<file path="src/rtl/padctrl_boot_host_if.sv">
// padctrl_boot_host_if: packed TL-UL host/device port between the boot host and padctrl.
// tl_o is the h2d request bundle, tl_i the d2h response bundle, seen from the host.
interface padctrl_boot_host_if;
    logic [101:0] tl_o;
    logic [67:0]  tl_i;

    modport master (output tl_o, input tl_i);
    modport slave  (input tl_o, output tl_i);
endinterface

</file>
<file path="src/rtl/padctrl_boot_host.sv">
// padctrl_boot_host: boot-time TL-UL host writing padctrl attribute registers, then locking.
// Define PADCTRL_BOOT_HOST_VERIFY_EN to add the readback/compare phase.
module padctrl_boot_host #(
    parameter logic [31:0] BaseAddr      = 32'h0,
    parameter logic [7:0]  SourceId      = 8'h0,
    parameter bit          LockAfter     = 1'b1,
    parameter int unsigned TimeoutCycles = 1024
) (
    input  logic                       clk_i,
    input  logic                       rst_ni,
    input  logic                       start_i,
    input  logic [127:0]               mio_attr_cfg_i,
    input  logic [31:0]                dio_attr_cfg_i,
    padctrl_boot_host_if.master        tl,
    output logic                       busy_o,
    output logic                       done_o,
    output logic                       err_o,
    output logic [2:0]                 err_code_o
);

    typedef enum logic [3:0] {
        IDLE     = 4'd0,
        WR_REQ   = 4'd1,
        WR_RSP   = 4'd2,
`ifdef PADCTRL_BOOT_HOST_VERIFY_EN
        RD_REQ   = 4'd3,
        RD_RSP   = 4'd4,
`endif
        LOCK_REQ = 4'd5,
        LOCK_RSP = 4'd6,
        FAIL     = 4'd7,
        FINISH   = 4'd8
    } state_e;

    localparam state_e      Tail = LockAfter ? LOCK_REQ : FINISH;
    localparam logic [31:0] TLim = TimeoutCycles - 1;

    state_e       state_q, state_d;
    logic [2:0]   idx_q, idx_d;
    logic         a_valid_q, a_valid_d;
    logic [31:0]  cnt_q, cnt_d;
    logic         done_q, done_d, err_q, err_d;
    logic [2:0]   code_q, code_d;
    logic [127:0] mio_snap_q;
    logic [31:0]  dio_snap_q;

    logic         d_valid, d_error, a_ready;
    logic [2:0]   d_opcode, exp_dop, fcode;
    logic [7:0]   d_source;
    logic         rd_req, rd_rsp, is_req, is_rsp;
    logic         hs, timeout, fail, start_acc;
    logic [31:0]  word, a_addr, a_data;
    logic         unused_d2h;

    assign d_valid  = tl.tl_i[67];
    assign d_opcode = tl.tl_i[66:64];
    assign d_source = tl.tl_i[58:51];
    assign d_error  = tl.tl_i[1];
    assign a_ready  = tl.tl_i[0];

`ifdef PADCTRL_BOOT_HOST_VERIFY_EN
    logic [31:0] d_data;
    assign d_data     = tl.tl_i[49:18];
    assign unused_d2h = ^{tl.tl_i[63:59], tl.tl_i[50], tl.tl_i[17:2]};
    assign rd_req     = state_q == RD_REQ;
    assign rd_rsp     = state_q == RD_RSP;
`else
    assign unused_d2h = ^{tl.tl_i[63:59], tl.tl_i[50:2]};
    assign rd_req     = 1'b0;
    assign rd_rsp     = 1'b0;
`endif

    assign is_req    = (state_q == WR_REQ) | (state_q == LOCK_REQ) | rd_req;
    assign is_rsp    = (state_q == WR_RSP) | (state_q == LOCK_RSP) | rd_rsp;
    assign busy_o    = is_req | is_rsp;
    assign start_acc = start_i & ~busy_o;
    assign hs        = a_valid_q & a_ready;
    assign exp_dop   = rd_rsp ? 3'd1 : 3'd0;

    // The transaction clock runs from a_valid rise until the response lands.
    assign timeout = (TimeoutCycles != 0) && (cnt_q >= TLim) &&
                     ((a_valid_q & ~a_ready) | (is_rsp & ~d_valid));

    always_comb begin
        case (idx_q)
            3'd1:    word = mio_snap_q[31:0];
            3'd2:    word = mio_snap_q[63:32];
            3'd3:    word = mio_snap_q[95:64];
            3'd4:    word = mio_snap_q[127:96];
            default: word = dio_snap_q;
        endcase
    end

    assign a_addr = (state_q == LOCK_REQ) ? BaseAddr
                  : BaseAddr + {27'd0, idx_q + 3'd1, 2'b00};
    assign a_data = (rd_req | (state_q == LOCK_REQ)) ? 32'd0 : word;

    assign tl.tl_o = a_valid_q
        ? {1'b1, (rd_req ? 3'd4 : 3'd0), 3'd0, 2'd2, SourceId,
           a_addr, 4'hF, a_data, 16'h0, 1'b0}
        : {101'd0, is_rsp};

    always_comb begin
        state_d   = state_q;
        idx_d     = idx_q;
        a_valid_d = a_valid_q;
        cnt_d     = cnt_q + 32'd1;
        done_d    = done_q;
        err_d     = err_q;
        code_d    = code_q;
        fail      = 1'b0;
        fcode     = 3'd0;

        if (is_req) begin
            if (!a_valid_q) begin
                cnt_d     = '0;
                a_valid_d = 1'b1;
            end else if (a_ready) begin
                a_valid_d = 1'b0;
            end
        end

        unique case (state_q)
            IDLE, FINISH, FAIL: begin
                cnt_d   = '0;
                state_d = IDLE;
                if (start_i) begin
                    state_d = WR_REQ;
                    idx_d   = '0;
                    done_d  = 1'b0;
                    err_d   = 1'b0;
                    code_d  = '0;
                end
            end
            WR_REQ:   if (hs) state_d = WR_RSP;
            WR_RSP: begin
                if (d_valid) begin
                    idx_d   = idx_q + 3'd1;
                    state_d = WR_REQ;
                    if (idx_q == 3'd4) begin
                        idx_d = '0;
`ifdef PADCTRL_BOOT_HOST_VERIFY_EN
                        state_d = RD_REQ;
`else
                        state_d = Tail;
`endif
                    end
                end
            end
`ifdef PADCTRL_BOOT_HOST_VERIFY_EN
            RD_REQ:   if (hs) state_d = RD_RSP;
            RD_RSP: begin
                if (d_valid) begin
                    idx_d   = idx_q + 3'd1;
                    state_d = RD_REQ;
                    if (idx_q == 3'd4) begin
                        idx_d   = '0;
                        state_d = Tail;
                    end
                end
            end
`endif
            LOCK_REQ: if (hs) state_d = LOCK_RSP;
            LOCK_RSP: if (d_valid) state_d = FINISH;
            default:  state_d = IDLE;
        endcase

        // Checks in priority order; any failure ends the sequence.
        if (is_req & d_valid) begin
            fail  = 1'b1;
            fcode = 3'd5;
        end else if (is_rsp & d_valid) begin
            if (d_error) begin
                fail  = 1'b1;
                fcode = 3'd1;
            end else if (d_source != SourceId || d_opcode != exp_dop) begin
                fail  = 1'b1;
                fcode = 3'd2;
            end
`ifdef PADCTRL_BOOT_HOST_VERIFY_EN
            else if (rd_rsp && d_data != word) begin
                fail  = 1'b1;
                fcode = 3'd3;
            end
`endif
        end else if (timeout) begin
            fail  = 1'b1;
            fcode = 3'd4;
        end

        if (fail) begin
            state_d   = FAIL;
            a_valid_d = 1'b0;
            done_d    = 1'b1;
            err_d     = 1'b1;
            code_d    = fcode;
        end else if (state_d == FINISH) begin
            done_d = 1'b1;
        end
    end

    always_ff @(posedge clk_i or negedge rst_ni) begin
        if (!rst_ni) begin
            state_q    <= IDLE;
            idx_q      <= '0;
            a_valid_q  <= 1'b0;
            cnt_q      <= '0;
            done_q     <= 1'b0;
            err_q      <= 1'b0;
            code_q     <= '0;
            mio_snap_q <= '0;
            dio_snap_q <= '0;
        end else begin
            state_q   <= state_d;
            idx_q     <= idx_d;
            a_valid_q <= a_valid_d;
            cnt_q     <= cnt_d;
            done_q    <= done_d;
            err_q     <= err_d;
            code_q    <= code_d;
            if (start_acc) begin
                mio_snap_q <= mio_attr_cfg_i;
                dio_snap_q <= dio_attr_cfg_i;
            end
        end
    end

    assign done_o     = done_q;
    assign err_o      = err_q;
    assign err_code_o = code_q;

endmodule

</file>
<file path="src/flat_wrapper.sv">
// flat-port wrapper written by rule: the top's interface ports become plain ports
module padctrl_boot_host_flat 
#(
    parameter logic [31:0] BaseAddr      = 32'h0,
    parameter logic [7:0]  SourceId      = 8'h0,
    parameter bit          LockAfter     = 1'b1,
    parameter int unsigned TimeoutCycles = 1024
)
  (clk_i, rst_ni, start_i, mio_attr_cfg_i, dio_attr_cfg_i, busy_o, done_o, err_o, err_code_o, tl_tl_o, tl_tl_i);
  padctrl_boot_host_if tl_i ();
  input  logic clk_i;
  input  logic rst_ni;
  input  logic start_i;
  input  logic [127:0] mio_attr_cfg_i;
  input  logic [31:0] dio_attr_cfg_i;
  output logic busy_o;
  output logic done_o;
  output logic err_o;
  output logic [2:0] err_code_o;
  output wire logic [$bits(tl_i.tl_o)-1:0] tl_tl_o;
  input wire logic [$bits(tl_i.tl_i)-1:0] tl_tl_i;
  assign tl_tl_o = tl_i.tl_o;
  assign tl_i.tl_i = tl_tl_i;
  padctrl_boot_host #(.BaseAddr(BaseAddr), .SourceId(SourceId), .LockAfter(LockAfter), .TimeoutCycles(TimeoutCycles)) u_core (.clk_i(clk_i), .rst_ni(rst_ni), .start_i(start_i), .mio_attr_cfg_i(mio_attr_cfg_i), .dio_attr_cfg_i(dio_attr_cfg_i), .tl(tl_i), .busy_o(busy_o), .done_o(done_o), .err_o(err_o), .err_code_o(err_code_o));
endmodule
</file>
<file path="config.mk">
export PLATFORM = sky130hd
export DESIGN_NAME = padctrl_boot_host_flat
export DESIGN_NICKNAME = d
export VERILOG_FILES = /design/src/rtl/padctrl_boot_host_if.sv /design/src/rtl/padctrl_boot_host.sv /design/src/flat_wrapper.sv
export SDC_FILE = /design/constraint.sdc
export NUM_CORES = 1
export LEC_CHECK = 0
export ABC_AREA = 1
export CORE_ASPECT_RATIO = 2
export CORE_UTILIZATION = 45
export CTS_CLUSTER_DIAMETER = 80
export DETAILED_ROUTE_END_ITERATION = 8
export GPL_TIMING_DRIVEN = 0
export PLACE_DENSITY_LB_ADDON = 0.1
export SYNTH_ARGS = -nofsm -noshare
export SYNTH_HDL_FRONTEND = slang
export SYNTH_SLANG_ARGS = --single-unit
export TNS_END_PERCENT = 1
</file>
<file path="constraint.sdc">
create_clock -name clk_i -period 2 [get_ports clk_i]
set_clock_uncertainty 0.1 [all_clocks]
set_input_delay 0.2 -clock clk_i [delete_from_list [all_inputs] [get_ports clk_i]]
set_output_delay 0.2 -clock clk_i [all_outputs]
set_load 0.01 [all_outputs]
</file>
==> key figures <==
Min path
  • Hold Crit Class: in2async

Synthesis
  • Area share of the largest cell type after synthesis: 49.0%
  • Post-synth ARST share: 100%
  • YS warnings: 0
  • Cell accounting for the most synthesized area: dfrtp_1
  • Mapped Avg Cell Area: 10.0 sq um
  • FF+latch count, synth: 205
  • Post-Syn Area: 10500 sq um
  • Leading post-synthesis cells by cell area: dfrtp_1, mux2_4, mux2_2
  • Ys flop type: dfrtp_1
  • Sequential-to-total area share from yosys stat: 49.0%
  • Post-Syn Instances: 1046
  • Post-synth EDFFs: 0
  • Synth unique cells: 42

Worst setup path
  • CP Capture Type: primary output
  • CP peak stage delay: 0.46 ns
  • CP Launch Type: flip-flop
  • CP arrival: 2.34 ns
  • WP buf/inv: 5
  • Crit Path Class: reg2out
  • Critical path fanouts, max: 10
  • CP max stage cell: dfrtp_2
  • Worst EP required: 1.70 ns
  • Delay-heaviest family, CP: buffers and inverters
  • CP Cell Sequence: buf_6 -> ha_4 -> inv_2 -> nor2_4 -> buf_4 -> clkbuf_4 -> a221oi_2 -> a21oi_2 -> clkdlybuf4s15_2

Status
  • Failing checks: setup timing
  • Status: finished with violations

Routing
  • DR WL/cell: 19.3 um
  • Vias per inst: 5.08
  • Detail Route Antenna Nets: 0
  • Initial DRT Pass Iterations: 4
  • DRC: 0
  • Routed vias: 8540
  • Initial drt markers: 378
  • Routed WL: 32400 um

Timing
  • Setup TNS after final layout: -19.72 ns
  • Minimum clock period: 2.64 ns
  • Setup violators final: 37
  • Highest Clock Rate: 379 MHz
  • Number of hold violations in the final report: 0
  • RSZ-0062 raised after global routing: true
  • Final slew viol count: 0
  • Final period utilization: 132%
  • Final WS setup: -0.640 ns

Finish
  • Nets: 1623
  • Layout cells sized above 1: 32.3%
  • Commonest non-fill, non-tap cell in the layout: dfrtp_1
  • Area grow syn2layout: 42.2%
  • Non-filler instance count after layout: 1680
  • Fin area: 14900 sq um
  • Most frequent cells in the layout: dfrtp_1, clkdlybuf4s50_1, nand2_1

Placed design
  • Gpl congestion: 0.898
  • I/O Buffers: 224
  • Final HPWL DP: 23600 um
  • DP Area: 13400 sq um
  • Dpl cells: 1611
  • Pre-CTS setup slack: -1.24 ns

CTS
  • Num CTS Buffers: 20
  • CTS tree: yes
  • CTS clk-pin slew, worst paths: 0.06 ns
  • Skew-Pair Late Insertion Delay: 0.52 ns
  • CTS Sinks: 205
  • CTS Root Buffer Type: clkbuf_16
  • CTS H-tree lvls: 1
  • CTS max path bufs: 3

Floorplanning
  • Die area: 23900 sq um
  • Initial core utilization: 46.1%
  • Die Width: 110 um
  • Die H: 218 um
  • Core Box Area: 22700 sq um
  • Row count: 78
  • # IOs: 339

Global route
  • Global-route wire length before repair: 49400 um
  • Initial antenna violation count: 2
  • GRT Residual Overflow: 0
  • Largest net degree at the start of global routing: 87
  • Vias in the first global route: 9069
  • Total Routing Usage GR: 28.2%

Power
  • Pwr per Cell Area: 1420 nW/um^2
  • Max IR drop VDD: 0.000952 V
  • Pleak: 6.92 nW
  • Tot Pwr: 21.1 mW

Flow run
  • Max-Cap Viols: 0
## registers in the layout (all words and copies together) (netlist names)
signal and cells:
u_core.state_q 4, u_core.err_o 1, u_core.cnt_q 32, u_core.a_valid_q 1, u_core.idx_q 3, u_core.mio_snap_q 128, u_core.err_code_o 3, u_core.dio_snap_q 32
u_core.done_o 1
## cells by family after synthesis
logic type               synth area share (%)
flip-flops                               49.0
adder cells (fa/ha/maj)                 0.717
other                                  0.0358
XOR/XNOR                                0.251
multiplexers                             17.7
buffers and inverters                    9.51
AO/OA/AOI/OAI                            8.12
AND/OR/NAND/NOR                          14.7
## final cells by class
type | count | area [sq um]
fillers | 1861 | 7840
flip-flops and latches | 205 | 5130
multi-input cells | 726 | 5000
repair buffers | 260 | 2560
plain buffers | 108 | 957
clock buffers | 28 | 582
well taps | 280 | 350
inverters | 65 | 272
clock inverters | 6 | 35.0
diodes | 2 | 5.00
## path summary, 6_finish.rpt
check	endpoint	depth (start not counted)	from	slack, ns
worst min register to register	u_core.cnt_q[0]	1	u_core.cnt_q[0]	0.38
worst max register to register	u_core.done_o	9	u_core.cnt_q[0]	0.07
min in group clk_i	u_core.mio_snap_q[118]	3	mio_attr_cfg_i[118]	0.16
max in group asynchronous	u_core.mio_snap_q[113]	3	rst_ni	0.96
worst max-delay path	tl_tl_o[43]	9	u_core.idx_q[1]	-0.64
worst min-delay path	u_core.err_code_o[2]	2	rst_ni	0.08
## where the power goes
| group | internal, mW | total (mW) | switching, mW |
|---|---|---|---|
| Clock | 2.03 | 3.70 | 1.66 |
| Sequential | 5.95 | 7.07 | 1.12 |
| Combinational | 5.45 | 10.4 | 4.92 |
## repair_timing
action                                 4_1_cts  5_1_grt
gates cloned                                 7        0
setup endpoints to repair                   37       50
resized for setup                          297       64
buffers inserted                            24        3
hold buffers                                 1        0
pin swaps                                   16       17
endpoints found under the hold margin      205        0
## layer usage
layer | wire [um] | global-route usage (%)
met4 | 1830 | 15.4
met1 | 11200 | 29.4
met2 | 17900 | 52.6
met5 | 0 | 0
met3 | 1350 | 3.53
## synth_stat cells (3+ instances only)
master / instances
a21oi_1: 53
a221oi_1: 19
buf_2: 15
buf_4: 68
buf_6: 8
clkbuf_1: 17
dfrtp_1: 205
ha_1: 6
inv_1: 61
inv_2: 3
mux2_2: 70
mux2_4: 70
nand2_1: 167
nand3_1: 21
nand4_1: 22
nor2_1: 135
nor2_2: 3
nor3_1: 9
o211a_1: 4
o211ai_1: 3
o21ai_0: 56
xor2_1: 3
## stage by stage
step | util, % | hold WS, ns
after global placement | 58.4 | 0.345
after CTS | 64.6 | 0.0915
after floorplan | - | -0.196
after detailed placement | 58.7 | 0.0311
final | 65.5 | 0.0790
after global routing | 65.5 | 0.125
## worst register-to-register path, delay by kind of cell, from the launching register on
family,cells,cell delay (ns)
adders and majority gates,1,0.22
buffers and inverters,1,0.16
DFF,1,0.40
and+or+nand+nor,7,0.95
Note: power is estimated with default switching activity, not from simulation.
